### src/rtl/maxbw_burst_sequencer.sv
// Capture-burst controller for the max-bandwidth ingress path: hunts a sync word,
// XOR-folds the following words into a signature, and drains it bytewise with valid/ready.
module maxbw_burst_sequencer #(
  parameter logic [31:0] SYNC_WORD = 32'hA5A5_5A5A,
  parameter int          LEN_W     = 8,
  parameter int          HUNT_TMO  = 1023
) (
  input  logic             clk,
  input  logic             rst_n,
  input  logic [15:0]      in_lo,
  input  logic [15:0]      in_hi,
  input  logic             start,
  input  logic [LEN_W-1:0] len,
  input  logic             abort,
  output logic [7:0]       out_byte,
  output logic             out_valid,
  input  logic             out_ready,
  output logic             busy,
  output logic             done,
  output logic             err
);

  localparam int TMR_W = $clog2(HUNT_TMO + 1);

  typedef enum logic [1:0] {
    S_IDLE,
    S_HUNT,
    S_CAPTURE,
    S_DRAIN
  } state_t;

  state_t           state, state_nxt;
  logic [31:0]      word;
  logic [31:0]      acc;
  logic [LEN_W-1:0] len_q;
  logic [LEN_W-1:0] cnt;
  logic [TMR_W-1:0] tmr;
  logic [1:0]       idx;
  logic             done_q, err_q;
  logic             load, fold, byte_acc, done_set, err_set;

  // Sample flops sit upstream; both halves are already aligned to posedge here.
  assign word = {in_hi, in_lo};

  always_ff @(posedge clk or negedge rst_n) begin
    if (!rst_n) begin
      state <= S_IDLE;
    end else begin
      state <= state_nxt;
    end
  end

  always_comb begin
    state_nxt = state;
    load      = 1'b0;
    fold      = 1'b0;
    byte_acc  = 1'b0;
    done_set  = 1'b0;
    err_set   = 1'b0;
    if (abort) begin
      state_nxt = S_IDLE;
    end else begin
      case (state)
        S_IDLE: begin
          if (start && (len != '0)) begin
            load      = 1'b1;
            state_nxt = S_HUNT;
          end
        end
        S_HUNT: begin
          if (word == SYNC_WORD) begin
            state_nxt = S_CAPTURE;
          end else if (tmr == TMR_W'(HUNT_TMO - 1)) begin
            err_set   = 1'b1;
            state_nxt = S_IDLE;
          end
        end
        S_CAPTURE: begin
          fold = 1'b1;
          // cnt counts words already folded, so this is the fold of word number len
          if (cnt == len_q - LEN_W'(1)) begin
            state_nxt = S_DRAIN;
          end
        end
        S_DRAIN: begin
          if (out_ready) begin
            byte_acc = 1'b1;
            if (idx == 2'd3) begin
              done_set  = 1'b1;
              state_nxt = S_IDLE;
            end
          end
        end
        default: state_nxt = S_IDLE;
      endcase
    end
  end

  always_ff @(posedge clk or negedge rst_n) begin
    if (!rst_n) begin
      acc    <= '0;
      len_q  <= '0;
      cnt    <= '0;
      tmr    <= '0;
      idx    <= '0;
      done_q <= 1'b0;
      err_q  <= 1'b0;
    end else begin
      done_q <= done_set;
      err_q  <= err_set;
      if (load) begin
        len_q <= len;
        acc   <= '0;
        cnt   <= '0;
        idx   <= '0;
      end
      if (fold) begin
        acc <= acc ^ word;
        cnt <= cnt + LEN_W'(1);
      end
      if (byte_acc) begin
        idx <= idx + 2'd1;
      end
      // Timer only runs while hunting, so every HUNT entry starts from zero
      if (state == S_HUNT) begin
        tmr <= tmr + TMR_W'(1);
      end else begin
        tmr <= '0;
      end
    end
  end

  always_comb begin
    out_byte = 8'h00;
    if (state == S_DRAIN) begin
      case (idx)
        2'd0:    out_byte = acc[31:24];
        2'd1:    out_byte = acc[23:16];
        2'd2:    out_byte = acc[15:8];
        default: out_byte = acc[7:0];
      endcase
    end
  end

  assign out_valid = (state == S_DRAIN);
  assign busy      = (state != S_IDLE);
  assign done      = done_q;
  assign err       = err_q;

endmodule

### config.mk
export PLATFORM = sky130hd
export DESIGN_NAME = maxbw_burst_sequencer
export DESIGN_NICKNAME = d
export VERILOG_FILES = /design/src/rtl/maxbw_burst_sequencer.sv
export SDC_FILE = /design/constraint.sdc
export NUM_CORES = 1
export LEC_CHECK = 0
export CAP_MARGIN = 40
export CELL_PAD_IN_SITES_DETAIL_PLACEMENT = 1
export CELL_PAD_IN_SITES_GLOBAL_PLACEMENT = 2
export CORE_MARGIN = 3
export CORE_UTILIZATION = 29
export DETAILED_ROUTE_END_ITERATION = 16
export PLACE_DENSITY_LB_ADDON = 0.1
export SLEW_MARGIN = 20
export SYNTH_ARGS = -nofsm -noshare
export SYNTH_HDL_FRONTEND = slang
export SYNTH_SLANG_ARGS = --single-unit
### constraint.sdc
create_clock -name clk -period 1.7 [get_ports clk]
set_input_delay 0.34 -clock clk [delete_from_list [all_inputs] [get_ports clk]]
set_output_delay 0.34 -clock clk [all_outputs]
set_load 0.05 [all_outputs]
==> reports/results.tsv <==
metric	value	unit
critPathRequiredTime	1360	ps
violations	setup timing	
yosys-top-cells-area	dfrtp_1 (48%), nand2_1 (8.4%), nand3_1 (7.3%)	
netlist_area	3370	um2
clk_latency	330	ps
io_buffer_count	56	
chipHeight	114	um
drcViolationCount	0	
die-area	12900	um2
synth_ff_type	dfrtp_1	
finalNetCount	582	
ir_drop	731	uV
synth_top_area_share	47.6	%
worst_slack	-784	ps
diodes	0	
r2r_start	len_q[2]	
arrival	2140	ps
multi_input_area	2000	um2
pre_cts_ws	-859	ps
synth_common_cells	nand2_1 (75), dfrtp_1 (64), nand3_1 (49)	
critPathSlowestCell	a222oi_1	
wl_per_cell	17.1	um
rows	38	
grt_pass1_wl	18800	um
period_share	146	%
syn2layout_area_growth	64.5	%
setup-violations-final	8	
via_per_inst	5.00	
cp-start-kind	flop	
crit_fanout	6	
p_leak	2.56	nW
place_congestion	0.752	
antenna_found_initial	0	
grt_max_degree	47	
max_slew.worst_pin.slew	543	ps
p_per_area	774	nW/um2
first_pass_iters	4	
cts_buffer_depth	2	
final_cells	674	
crit_chain	inv_2 > ha_4 > a222oi_1 > buf_4 > nor2_2 > a21oi_2 > nor2_4 > buf_8	
synth_edf_count	0	
max_cap_viol_count	0	
slew_headroom	63.8	%
yosysWarningCount	0	
die_w	114	um
hold_viol	0	
worstSetupEndpointType	output pin	
ant_nets	0	
skew	9.95	ps
hp-class	in -> reg	
regArea	1600	um2
initial_core_util	30.4	%
ys_seq_area_share	47.6	%
grt-ovfl-total	0	
fill_cells	1238	
syn_avg_cell_area	8.76	um2
dp.final_hpwl	7860	um
grt_pass1_vias	3590	
path_clk_slew	60	ps
placed_area	4750	um2
wl	11500	um
syn-num-nets	437	
synth-seq-cells	64	
place_inst	642	
cts_buffers	9	
drive_gt1_share	37.3	%
drt_iter0_drc	124	
yosysTopAreaCell	dfrtp_1	
worstSetupPathType	reg -> out	
cp-startpoint	idx[0]	
vias	3369	
cts_sinks	64	
yosysMostFrequentCell	nand2_1	
tritoncts	done	
coreArea	11100	um2
io_pins	57	
track_usage	18.7	%
max_stage_delay	550	ps
min_period	2480	ps
hp-start	len[5]	
status	finished, violations left	
ys_types	46	
cts-htree-levels	3	
clockRootBuffer	clkbuf_16	
fmax	0.403	GHz
report.final.slew_viol_count	0	
async_flop_share	100	%
grt_setup_unrepaired	true	
syn_inst	384	
final_area	5540	um2
-- layout by cell type, fill, tap and decap left out, types with 8 or more instances in the layout --
cell type and n:
dfrtp_1 62, a222oi_1 8, buf_6 12, nor2_4 9, buf_4 84, clkdlybuf4s50_1 8, o21ai_0 34, nand2_1 73
dlygate4sd2_1 15, clkbuf_2 9, a21oi_2 9, xor2_1 10, clkbuf_16 10, nor2_1 18, nand3_1 46
-- sequential cells by signal (all words and copies together) (netlist names) --
signal / count
err: 1
tmr: 10
acc: 32
cnt: 8
idx: 2
len_q: 8
done: 1
state: 2
-- worst max-delay path: cells and delay by family (launching register included) --
family,cells,cell delay (ps)
buffers and inverters,3,440
flip-flops,1,400
AO/OA/AOI/OAI,2,690
AND/OR/NAND/NOR,2,80
adder cells (fa/ha/maj),1,200
-- power by group --
group,switching (mW),internal (mW),total (mW)
Combinational,0.364,0.415,0.778
Clock,0.692,1.17,1.86
Sequential,0.0733,1.57,1.64
-- path summary, 6_finish.rpt --
path / to / cells past startpoint / slack, ps
min in group asynchronous: acc[16] / 2 / 390
max in group asynchronous: state[0] / 3 / 790
worst min-delay path: len_q[5] / 4 / 350
worst min register to register: acc[31] / 1 / 490
worst max-delay path: out_byte[5] / 8 / -780
worst max register to register: state[0] / 5 / 0
-- what timing repair did --
| item | CTS | global route |
|---|---|---|
| gates cloned | 3 | 1 |
| buffers inserted | 10 | 6 |
| pin swaps | 32 | 32 |
| hold endpoints to repair | 5 | 0 |
| hold buffers | 1 | 0 |
| endpoints found under the setup margin | 60 | 19 |
| gates resized for setup | 96 | 52 |
-- cells by family (layout without fill, tap and decap cells) --
kind of cell / Yosys count / after routing / synth area share (%)
compound gates: 71 / 71 / 12.5
xor+xnor: 16 / 16 / 4.39
fa+ha+maj: 8 / 8 / 2.97
buf+inv: 26 / 176 / 3.23
flops: 64 / 64 / 47.6
mux: 1 / 1 / 0.297
simple gates: 198 / 198 / 29.1
-- stage by stage --
| stage | util (%) | hold slack (ps) | TNS, ps | power (mW) |
|---|---|---|---|---|
| floorplan | - | 44.4 | -483 | 1.90 |
| global placement | 42.8 | 188 | -30510 | 2.24 |
| detailed placement | 42.8 | 195 | -30710 | 2.25 |
| CTS | 49.1 | 338 | -5410 | 4.27 |
| global route | 50.0 | 371 | -6410 | 4.49 |
| finish | 50.0 | 347 | -5390 | 4.29 |
-- per-layer routing --
metal	up-vias	part of all wire [%]	track usage [%]
met5	-	0	0
met4	0	1.6	4.97
met3	18	3.5	3.77
met2	60	52	32.5
met1	1648	43	23.8
li1	1643	-	-
-- layout make-up --
cell class	instances	share of cell area (%)
clock inverter	5	1.02
sequential	64	29.0
tap	140	3.16
clock buffer	11	4.39
timing repair buffer	154	25.8
multi-input combinational	294	36.2
inverter	6	0.407
Note: power is estimated with default switching activity, not from simulation.
